--- src/rtl/ysyx_23060240_ifu_pf.sv ---
// ysyx_23060240_ifu_pf: prefetching instruction fetch unit.
// Issues in-order word fetches over a valid/ready request channel and buffers
// {pc, inst} pairs in a DEPTH-entry FIFO. The FIFO feeds IDU through a
// valid/ready handshake. A redirect (jump_en) flushes the FIFO and discards
// responses that are still in flight.
// Optional feature: define YSYX_23060240_IFU_PERF_EN to build the three
// saturating performance counters. When it is undefined, the perf outputs
// are tied to zero.
module ysyx_23060240_ifu_pf #(
   parameter int              XLEN            = 32,
   parameter logic [XLEN-1:0] RESET_PC        = XLEN'(32'h8000_0000),
   parameter int              DEPTH           = 4,
   parameter int              MAX_OUTSTANDING = 2
) (
   input  logic            clk,
   input  logic            rst,
   output logic            req_valid,
   input  logic            req_ready,
   output logic [XLEN-1:0] req_addr,
   input  logic            resp_valid,
   input  logic [31:0]     resp_data,
   output logic            inst_valid,
   input  logic            inst_ready,
   output logic [31:0]     inst,
   output logic [XLEN-1:0] pc,
   input  logic            jump_en,
   input  logic [XLEN-1:0] jump_pc,
   output logic [31:0]     perf_fetch,
   output logic [31:0]     perf_flush,
   output logic [31:0]     perf_stall
);

   localparam int PW = $clog2(DEPTH);
   localparam int CW = PW + 1;
   localparam int OW = $clog2(MAX_OUTSTANDING + 1);
   localparam logic [XLEN-1:0] PC_STEP = XLEN'(4);

   logic [XLEN-1:0] fetch_pc;
   logic [XLEN-1:0] resp_pc;
   logic [XLEN-1:0] jump_target;
   logic [OW-1:0]   outstanding;
   logic [OW-1:0]   outstanding_nxt;
   logic [OW-1:0]   drop_cnt;
   logic [PW-1:0]   wr_ptr;
   logic [PW-1:0]   rd_ptr;
   logic [CW-1:0]   count;
   logic [31:0]     in_flight;
   logic            credit_ok;
   logic            req_fire;
   logic            resp_fire;
   logic            push;
   logic            pop;

   logic [XLEN-1:0] pc_mem   [DEPTH];
   logic [31:0]     inst_mem [DEPTH];

   // Issue credit, handshake qualification and the FIFO head view.
   // NOTE: every signal written in always_comb gets a value on every path so no latch is inferred.
   always_comb begin
      jump_target     = jump_pc & ~XLEN'(3);
      // Entries already buffered plus live (not-to-be-dropped) requests must fit the FIFO.
      in_flight       = 32'(count) + 32'(outstanding) - 32'(drop_cnt);
      credit_ok       = (32'(outstanding) < 32'(MAX_OUTSTANDING)) && (in_flight < 32'(DEPTH));
      req_valid       = rst && credit_ok;
      req_addr        = fetch_pc;
      req_fire        = req_valid && req_ready;
      // A response with nothing outstanding is a protocol error and is ignored.
      resp_fire       = resp_valid && (outstanding != '0);
      push            = resp_fire && (drop_cnt == '0) && !jump_en;
      inst_valid      = (count != '0);
      pop             = inst_valid && inst_ready && !jump_en;
      outstanding_nxt = outstanding + OW'(req_fire) - OW'(resp_fire);
      inst            = inst_valid ? inst_mem[rd_ptr] : 32'd0;
      pc              = inst_valid ? pc_mem[rd_ptr]   : '0;
   end

   // Fetch address and the pc tag of the next kept response.
   // NOTE: sequential state uses non-blocking assignments so every flop samples pre-edge values.
   always_ff @(posedge clk or negedge rst) begin
      if (!rst) begin
         fetch_pc <= RESET_PC;
         resp_pc  <= RESET_PC;
      end else if (jump_en) begin
         fetch_pc <= jump_target;
         resp_pc  <= jump_target;
      end else begin
         if (req_fire) fetch_pc <= fetch_pc + PC_STEP;
         if (push)     resp_pc  <= resp_pc + PC_STEP;
      end
   end

   // Outstanding request count and number of stale responses still to discard.
   always_ff @(posedge clk or negedge rst) begin
      if (!rst) begin
         outstanding <= '0;
         drop_cnt    <= '0;
      end else begin
         outstanding <= outstanding_nxt;
         if (jump_en)              drop_cnt <= outstanding_nxt;
         else if (resp_fire && (drop_cnt != '0)) drop_cnt <= drop_cnt - OW'(1);
      end
   end

   // FIFO occupancy and pointers; a redirect empties the FIFO.
   always_ff @(posedge clk or negedge rst) begin
      if (!rst) begin
         wr_ptr <= '0;
         rd_ptr <= '0;
         count  <= '0;
      end else if (jump_en) begin
         wr_ptr <= '0;
         rd_ptr <= '0;
         count  <= '0;
      end else begin
         if (push) wr_ptr <= wr_ptr + PW'(1);
         if (pop)  rd_ptr <= rd_ptr + PW'(1);
         count <= count + CW'(push) - CW'(pop);
      end
   end

   // FIFO storage written on each kept response.
   // NOTE: storage is not reset; count gates every read, so stale contents are never visible.
   always_ff @(posedge clk) begin
      if (push) begin
         pc_mem[wr_ptr]   <= resp_pc;
         inst_mem[wr_ptr] <= resp_data;
      end
   end

`ifdef YSYX_23060240_IFU_PERF_EN
   logic [31:0] fetch_q;
   logic [31:0] flush_q;
   logic [31:0] stall_q;

   // Saturating event counters: kept responses, redirects, IDU starvation cycles.
   always_ff @(posedge clk or negedge rst) begin
      if (!rst) begin
         fetch_q <= '0;
         flush_q <= '0;
         stall_q <= '0;
      end else begin
         if (push && (fetch_q != '1))                   fetch_q <= fetch_q + 32'd1;
         if (jump_en && (flush_q != '1))                flush_q <= flush_q + 32'd1;
         if (inst_ready && !inst_valid && (stall_q != '1)) stall_q <= stall_q + 32'd1;
      end
   end

   assign perf_fetch = fetch_q;
   assign perf_flush = flush_q;
   assign perf_stall = stall_q;
`else
   assign perf_fetch = 32'd0;
   assign perf_flush = 32'd0;
   assign perf_stall = 32'd0;
`endif

`ifndef SYNTHESIS
   // Protocol checks: unexpected responses and FIFO overflow.
   always @(posedge clk) begin
      if (rst) begin
         assert (!(resp_valid && (outstanding == '0)))
            else $error("ifu_pf: resp_valid with no outstanding request");
         assert (!(push && !pop && (count == CW'(DEPTH))))
            else $error("ifu_pf: push into full FIFO");
      end
   end
`endif

endmodule

--- config.mk ---
export PLATFORM = sky130hd
export DESIGN_NAME = ysyx_23060240_ifu_pf
export DESIGN_NICKNAME = d
export VERILOG_FILES = /design/src/rtl/ysyx_23060240_ifu_pf.sv
export SDC_FILE = /design/constraint.sdc
export NUM_CORES = 1
export LEC_CHECK = 0
export ABC_AREA = 1
export CORE_MARGIN = 1
export CORE_UTILIZATION = 55
export DETAILED_ROUTE_END_ITERATION = 10
export GPL_ROUTABILITY_DRIVEN = 0
export MAX_ROUTING_LAYER = met4
export PLACE_DENSITY = 0.89
export SLEW_MARGIN = 10
export SYNTH_ARGS = -nofsm -noshare
export SYNTH_HDL_FRONTEND = slang
export SYNTH_SLANG_ARGS = --single-unit
--- constraint.sdc ---
create_clock -name clk -period 10.65 [get_ports clk]
set_clock_uncertainty 0.05 [all_clocks]
set_input_delay 1.5975 -clock clk [delete_from_list [all_inputs] [get_ports clk]]
set_output_delay 1.5975 -clock clk [all_outputs]
set_load 0.01 [all_outputs]
==> results.md, run 1 <==
* Outcome: completed
* CP endpoint kind: output pin
* FF+latch count, synth at 319
* GRT Overall Usage at 26.6%
* Reg-to-reg startpoint: drop_cnt[0]
* Final hold vios at 0
* Tcrit/Tclk final at 50.6%
* Hold depth at 2
* Post-synthesis mux area share at 0%
* Beginning of the worst hold path: req_addr[31]
* Top delay family on crit path: buffers and inverters
* DRT Pass-1 Iters at 5
* Main combinational cell family by area after synthesis: simple AND/OR/NAND/NOR gates
* Worst hold path endpoint: req_addr[31]
* Area delta synth->final at 16.8%
* Slowest cell on the critical path: buf_4
* R2R depth at 7
* Vias per cell at 5.47
* Max incr delay on CP at 0.76 ns
* H-tree Lvls at 1
* Final nets at 1858
* RSZ-0062 raised after global routing: no
* Setup bufs post-CTS at 0
* Num rows at 61
* CTS buffer count at 31
* Arrival @ worst endpoint at 3.74 ns
* DR WL/cell at 17.2 um
* DR iter-0 viols at 1324
* Port Buffers at 161
* LEAKAGE at 6.97 nW
* Warnings, synthesis at 0
* Max cap viols at 0
* I/O pins at 264
* Worst path depth at 5
* Detailed Place HPWL at 23100 um
* CTS Buffer Depth at 3
* Clk Tree Root Cell: clkbuf_16
* PwrDens at 233 nW/um^2
* Antenna-violating nets left at 0
* WL final at 37300 um
* PostCTS Resize Cnt at 0
* # DRC at 0
* CTS tree: yes
* Worst Setup Slack, final at 5.26 ns
* CTS sink cnt at 319
* Simple-gate share of the synthesized area at 20.8%
* Sum of negative setup slack at 0 ns
* WP data required at 9.00 ns
* Setup violations, final at 0
* Number of global-route vias before repair at 11454
* Max-slew violations at 0
* DIE WIDTH at 170 um
* Register-to-register setup slack at 7.57 ns
* Slew headroom at 34.8%
* CP bufs+invs at 3
* Clk_lat worst skew at 0.57 ns
* Cell Area, Placed at 17000 um^2
* Critical path launch point type: flop
* Most common cell after layout, fill and taps aside: nor2_1
* Cts-stage hold buffer count at 0
* Die span in y at 170 um
* Post-Synth Adder-Cell Area at 1.47%
* Critical R2R Capture: pc_mem[2][6]
* Yosys cell types at 37
* Synthesized area per cell at 9.50 um^2
* Starting Density at 55.8%
* DR vias at 11894
* Place WS at 5.60 ns
* CP Cell Sequence: inv_2, buf_4, o21ai_0, a21oi_1, clkdlybuf4s50_1
* Worst min path class: flop to flop
* Critical-path maximum fanout at 103
* First-pass GRT wire length at 58000 um
* Largest net degree at the start of global routing at 104
* Die Footprint at 28800 um^2
* Synthesized area at 15500 um^2
* Sequential area share after synthesis at 59.6%
* Critical path class: flop to output pin
* Peak VDD IR at 143 uV
* Cells after Synth at 1629
* Most frequent cells in the layout: nor2_1 (337), nand2_1 (302), edfxtp_1 (248)
* # fillers at 2010
* Max Freq at 186 MHz
* Grt total ovfl at 0
* Core area at 27700 um^2
* Antenna violations before repair at 1
* Reg clk slew, reported paths at 0.06 ns
* Synth Area in XOR/XNOR at 0.906%
* Worst-Margin Slew at 0.974 ns
* Synth Area in Compound Gates at 7.95%
* Post-layout minimum cycle time at 5.39 ns
* Final Cell Area at 18100 um^2
* Layout cells sized above 1 at 6.18%
[power breakdown]
part	leakage, nW	internal [mW]	switching, mW
clock	0.526	0.665	0.472
combinational	3.34	0.596	0.836
sequential	3.10	1.48	0.166
[through the flow]
stage | instances | utilization [%] | hold slack (ns) | power, mW
after CTS | 2174 | 65.2 | 0.480 | 4.22
final | 2175 | 65.2 | 0.479 | 4.21
after global placement | 2116 | 61.3 | 0.460 | 3.03
after global routing | 2175 | 65.2 | 0.488 | 4.44
after detailed placement | 2116 | 61.3 | 0.467 | 3.08
after floorplan | 1728 | - | 0.446 | 2.44
[tightest hold or removal path: cells and delay by family, from the launching register on]
kind          cells  cell delay (ns)
flops             1             0.38
simple gates      2             0.13
[cell families (layout without fill, tap and decap cells)]
group | after synthesis | in the layout
adder cells (fa/ha/maj) | 17 | 17
buffers and inverters | 258 | 326
XOR/XNOR | 16 | 16
AO/OA/AOI/OAI | 239 | 239
AND/OR/NAND/NOR | 779 | 779
other | 1 | 101
flip-flops | 319 | 319
[area by class of cell]
cell class	instances	area (um^2)	share of cell area (%)
Sequential cell	319	9230	51.1
Clock inverter	24	273	1.51
Antenna cell	1	2.50	0.0139
Tap cell	378	473	2.62
Inverter	95	357	1.97
Clock buffer	34	797	4.41
Timing Repair Buffer	173	1700	9.39
Multi-Input combinational cell	1151	5230	29.0
[registers in the layout, summed over array words and instances (netlist names)]
register	flops
inst_mem	128
pc_mem	120
req_addr	30
resp_pc	30
count	3
drop_cnt	2
outstanding	2
rd_ptr	2
wr_ptr	2
[how the worst max path moves through the flow]
stage | startpoint | end | slack, ns
2_1_floorplan | jump_en | inst_mem[0][0] | 5.51
6_report | rd_ptr[0] | pc[13] | 5.26
3_5_place_dp | jump_en | pc_mem[2][6] | 5.60
5_1_grt | rd_ptr[0] | pc[13] | 5.08
3_3_place_gp | jump_en | inst_mem[2][3] | 5.65
4_1_cts | rd_ptr[0] | pc[13] | 5.29
[synthesized netlist by cell type (all sizes together)]
library cell    n  area, um^2
nor3            5        25.0
buf           136         961
inv            95         357
nand2         310        1190
nand3b          9        67.6
xor2           11        96.3
conb            1        3.75
edfxtp        248        7450
nor2          357        1410
nand4           8        50.1
o21ai         155         779
ha             15         188
a31oi           3        18.8
nand3          88         473
and2            1        6.26
fa              2        40.0
dfstp           2        52.6
o211ai          7        52.6
clkbuf         27         101
xnor2           5        43.8
o221ai          1        8.76
or2             1        6.26
dfrtp          69        1730
o21bai          2        15.0
a21oi          71         355
[routing by layer]
layer	share of wire (%)	vias up	GRT usage [%]	wire, um
met2	48	695	43.8	17900
li1	-	5505	-	-
met3	11	111	4.94	4070
met5	0	-	-	0
met4	3.6	0	11.0	1340
met1	38	5583	32.2	14000
Note: power is estimated with default switching activity, not from simulation.
==> run 2, diff against run 1 <==
--- a/config.mk
+++ b/config.mk
@@ -7,11 +7,11 @@
 export LEC_CHECK = 0
 export ABC_AREA = 1
 export CORE_MARGIN = 1
-export CORE_UTILIZATION = 55
+export CORE_UTILIZATION = 48
 export DETAILED_ROUTE_END_ITERATION = 10
 export GPL_ROUTABILITY_DRIVEN = 0
 export MAX_ROUTING_LAYER = met4
-export PLACE_DENSITY = 0.89
+export PLACE_DENSITY = 0.83
 export SLEW_MARGIN = 10
 export SYNTH_ARGS = -nofsm -noshare
 export SYNTH_HDL_FRONTEND = slang
==> constraint.sdc (replaced) <==
create_clock -name clk -period 4.41 [get_ports clk]
set_clock_uncertainty 0.05 [all_clocks]
set_input_delay 0.6615 -clock clk [delete_from_list [all_inputs] [get_ports clk]]
set_output_delay 0.6615 -clock clk [all_outputs]
set_load 0.01 [all_outputs]
==> run 2 against run 1 <==
Effect of this change:
- critical path depth up 2
- routed wire length increased by 0.15%
- non-clock buffer count rose by 7
- core utilization fell by 7.7 points
- first-iteration DRC count fell by 25%
- worst hold slack worse by 0.41 ns
- sequential power is 140% higher
- final area grew 0.78%
- global-route usage decreased by 3.4 points
==> results.md, run 2 (synthesis results as in run 1) <==
* Outcome: completed
* Clk Tree Root Cell: clkbuf_16
* Num rows at 65
* WL final at 37400 um
* CP Cell Sequence: buf_4, buf_4, nor2_1, nor2_1, o21ai_0, a21oi_1, clkdlybuf4s50_1
* H-tree Lvls at 2
* Setup bufs post-CTS at 0
* Max Freq at 245 MHz
* Cts-stage hold buffer count at 0
* Regs by FF count: inst_mem: 128 flops, pc_mem: 120 flops
* Arrival @ worst endpoint at 3.36 ns
* DR WL/cell at 16.9 um
* Die span in y at 182 um
* Final hold vios at 0
* Critical-path maximum fanout at 74
* DRT Pass-1 Iters at 5
* Peak VDD IR at 269 uV
* # DRC at 0
* Largest Register: inst_mem
* Antenna violations before repair at 0
* Slew headroom at 39.3%
* LEAKAGE at 7.01 nW
* CTS Buffer Depth at 3
* CTS sink cnt at 319
* Max incr delay on CP at 0.72 ns
* Port Buffers at 161
* Number of flip-flops in the largest register at 128
* Slowest cell on the critical path: buf_4
* RSZ-0062 raised after global routing: no
* Number of global-route vias before repair at 11152
* Final Cell Area at 18200 um^2
* First-pass GRT wire length at 58100 um
* GRT Overall Usage at 23.1%
* Largest net degree at the start of global routing at 75
* Most common cell after layout, fill and taps aside: nor2_1
* Detailed Place HPWL at 23700 um
* Cell Area, Placed at 17100 um^2
* CP endpoint kind: output pin
* DR vias at 11759
* CTS buffer count at 34
* Starting Density at 48.9%
* Final nets at 1868
* Critical path class: flop to output pin
* DIE WIDTH at 182 um
* Setup violations, final at 0
* CTS tree: yes
* Antenna-violating nets left at 0
* Grt total ovfl at 0
* PostCTS Resize Cnt at 0
* Critical path launch point type: flop
* WP data required at 3.70 ns
* Post-layout minimum cycle time at 4.07 ns
* Layout cells sized above 1 at 6.20%
* # diodes at 0
* Worst min path class: input port to async pin
* Core area at 31600 um^2
* Most frequent cells in the layout: nor2_1 (337), nand2_1 (302), edfxtp_1 (248)
* Worst-Margin Slew at 0.907 ns
* Max cap viols at 0
* Sum of negative setup slack at 0 ns
* Vias per cell at 5.33
* PwrDens at 564 nW/um^2
* I/O pins at 264
* Final hold slack at 0.0728 ns
* Clk_lat worst skew at 0.51 ns
* DR iter-0 viols at 996
* Die Footprint at 32900 um^2
* Max-slew violations at 0
* Reg clk slew, reported paths at 0.06 ns
* Area delta synth->final at 17.7%
* Tcrit/Tclk final at 92.4%
run 2: cell type report:
| type | instances | area (um^2) |
|---|---|---|
| well taps | 402 | 503 |
| fillers | 2515 | 13400 |
| inverters | 95 | 357 |
| flip-flops and latches | 319 | 9230 |
| multi-input cells | 1151 | 5230 |
| clock inverters | 13 | 136 |
| clock buffers | 48 | 945 |
| repair buffers | 180 | 1800 |
run 2: layer usage:
layer | vias to the layer above | part of all wire (%) | track usage, %
met2 | 567 | 49 | 37.6
met5 | - | 0 | -
met3 | 80 | 8.7 | 4.13
li1 | 5530 | - | -
met1 | 5582 | 40 | 29.3
met4 | 0 | 2.8 | 8.00
run 2: final timing paths:
| check | end | slack [ns] | depth (start not counted) | startpoint |
|---|---|---|---|---|
| max in group asynchronous | rd_ptr[0] | 3.07 | 2 | rst |
| min in group clk | req_addr[31] | 0.47 | 2 | req_addr[31] |
| max | pc[16] | 0.34 | 7 | rd_ptr[0] |
| max reg2reg | drop_cnt[1] | 1.35 | 16 | outstanding[1] |
| min reg2reg | req_addr[31] | 0.47 | 2 | req_addr[31] |
| min | req_addr[19] | 0.07 | 1 | rst |
run 2: critical path: cells and delay by family, from the launching register on:
kind                   cells  cell delay (ns)
DFF                        1             0.41
and+or+nand+nor            2             0.23
AOI/OAI and AO/OA          2             0.33
buffers and inverters      3             1.82
run 2: through the flow:
step | setup slack, ns | util (%) | cells | power [mW]
2_1_floorplan | 0.202 | - | 1728 | 5.89
3_3_place_gp | 1.08 | 54.1 | 2147 | 7.40
3_5_place_dp | 0.967 | 54.1 | 2147 | 7.53
4_1_cts | 0.377 | 57.5 | 2208 | 10.3
5_1_grt | 0.201 | 57.5 | 2208 | 10.8
6_report | 0.337 | 57.5 | 2208 | 10.3
run 2: report_power, final:
group	switching, mW	leakage, nW	internal (mW)
clock	1.13	0.517	1.62
sequential	0.333	3.10	3.57
combinational	2.13	3.39	1.48
total	3.59	7.01	6.68
==> run 3, diff against run 2 <==
--- a/config.mk
+++ b/config.mk
@@ -6,6 +6,7 @@
 export NUM_CORES = 1
 export LEC_CHECK = 0
 export ABC_AREA = 1
+export CORE_ASPECT_RATIO = 1.4
 export CORE_MARGIN = 1
 export CORE_UTILIZATION = 48
 export DETAILED_ROUTE_END_ITERATION = 10
==> run 3 against run 2 <==
Effect of this change:
- largest power group unchanged
- sequential share of layout area is 0.38 points higher
- critical path type unchanged
- combinational power decreased by 3%
- maximum frequency shrank 1.4%
- via count increased by 1.0%
- count of clock-buffer cells in the layout down 12
- routed wire length increased by 0.22%
==> results.md, run 3 (synthesis results as in run 1) <==
* Outcome: completed
* Max-slew violations at 0
* Sum of negative setup slack at 0 ns
* Antenna-violating nets left at 0
* Reg clk slew, reported paths at 0.07 ns
* Port Buffers at 161
* Cts-stage hold buffer count at 0
* Critical-path maximum fanout at 84
* Post-layout minimum cycle time at 4.13 ns
* R2R depth at 12
* Final nets at 1865
* DR WL/cell at 17.0 um
* I/O pins at 264
* Core area at 31700 um^2
* GRT busiest layer: met2
* H-tree Lvls at 1
* Worst-Margin Slew at 1.01 ns
* Cell Area, Placed at 17100 um^2
* Number of global-route vias before repair at 11483
* Register-to-register setup slack at 1.37 ns
* Final Cell Area at 18100 um^2
* Slew headroom at 32.5%
* Detailed Place HPWL at 24200 um
* Most common cell after layout, fill and taps aside: nor2_1
* Final hold vios at 0
* Most frequent cells in the layout: nor2_1 (337), nand2_1 (302), edfxtp_1 (248)
* Regs by FF count: inst_mem: 128 flops, pc_mem: 120 flops
* Tcrit/Tclk final at 93.7%
* DR vias at 11879
* Met3 usage at 2.97%
* WL final at 37400 um
* PwrDens at 555 nW/um^2
* Critical R2R Capture: req_addr[14]
* DR iter-0 viols at 880
* CTS buffer count at 30
* RSZ-0062 raised after global routing: no
* Setup violations, final at 0
* CP endpoint kind: output pin
* Critical path class: flop to output pin
* Arrival @ worst endpoint at 3.42 ns
* GRT Overall Usage at 23.2%
* First-pass GRT wire length at 58700 um
* Vias per cell at 5.41
* # DRC at 0
* LEAKAGE at 6.97 nW
* Peak VDD IR at 344 uV
* GRT met2 Usage at 40.8%
* WP data required at 3.70 ns
* CTS tree: yes
* CTS Buffer Depth at 3
* # diodes at 0
* Clk_lat worst skew at 0.57 ns
* Num rows at 77
* PostCTS Resize Cnt at 0
* Largest net degree at the start of global routing at 85
* Starting Density at 48.8%
* Max Freq at 242 MHz
* Antenna violations before repair at 0
* Max cap viols at 0
* Largest Register: inst_mem
* CTS sink cnt at 319
* Area delta synth->final at 16.8%
* Setup bufs post-CTS at 0
* DIE WIDTH at 154 um
* Number of flip-flops in the largest register at 128
* Die span in y at 214 um
* Layout cells sized above 1 at 6.38%
* Reg-to-reg startpoint: outstanding[1]
* Worst min path class: input port to async pin
* DRT Pass-1 Iters at 5
* Grt total ovfl at 0
* Critical path launch point type: flop
* GR Util met1 at 26.5%
* Die Footprint at 33000 um^2
* Clk Tree Root Cell: clkbuf_16
-- run 3: where the power goes --
part	switching, mW	leakage (nW)	internal (mW)
registers	0.371	3.10	3.57
clock network	1.12	0.476	1.45
logic	2.06	3.39	1.47
total	3.54	6.97	6.49
-- run 3: how the worst max path moves through the flow --
| stage | from | slack, ns | cells after the start | end |
|---|---|---|---|---|
| 3_3_place_gp | rd_ptr[0] | 0.92 | 6 | pc[11] |
| 2_1_floorplan | jump_en | 0.20 | 4 | inst_mem[0][0] |
| 6_report | rd_ptr[0] | 0.28 | 6 | pc[11] |
| 3_5_place_dp | rd_ptr[0] | 0.86 | 6 | pc[11] |
| 5_1_grt | rd_ptr[0] | 0.07 | 6 | pc[11] |
| 4_1_cts | rd_ptr[0] | 0.24 | 6 | pc[11] |
-- run 3: per-stage QoR --
stage | total power, mW | setup slack [ns] | hold WS, ns | utilization, % | instances
after floorplan | 5.89 | 0.202 | 0.316 | - | 1728
after global placement | 7.38 | 0.922 | 0.457 | 53.9 | 2141
after detailed placement | 7.51 | 0.856 | 0.475 | 53.9 | 2141
after CTS | 10.1 | 0.238 | 0.180 | 57.0 | 2197
after global routing | 10.6 | 0.0650 | 0.199 | 57.0 | 2197
final | 10.0 | 0.277 | 0.188 | 57.0 | 2197
-- run 3: area by class of cell --
cell class / instances / area, um^2
well taps: 395 / 494
flip-flops and latches: 319 / 9230
multi-input cells: 1151 / 5230
clock buffers: 36 / 783
inverters: 95 / 357
clock inverters: 20 / 200
repair buffers: 181 / 1770
fillers: 2601 / 13600
-- run 3: routing by layer --
layer	up-vias	wire, um
met5	-	0
met4	0	1310
met3	77	2910
met2	551	19200
met1	5727	14000
li1	5524	-
-- run 3: worst max-delay path, cell delays in order (launching register included) --
cell	delay [ns]
dfrtp_4	0.74
buf_4	0.76
nor2_1	0.13
nor2_1	0.11
o21ai_0	0.09
a21oi_1	0.30
clkdlybuf4s50_1	0.59
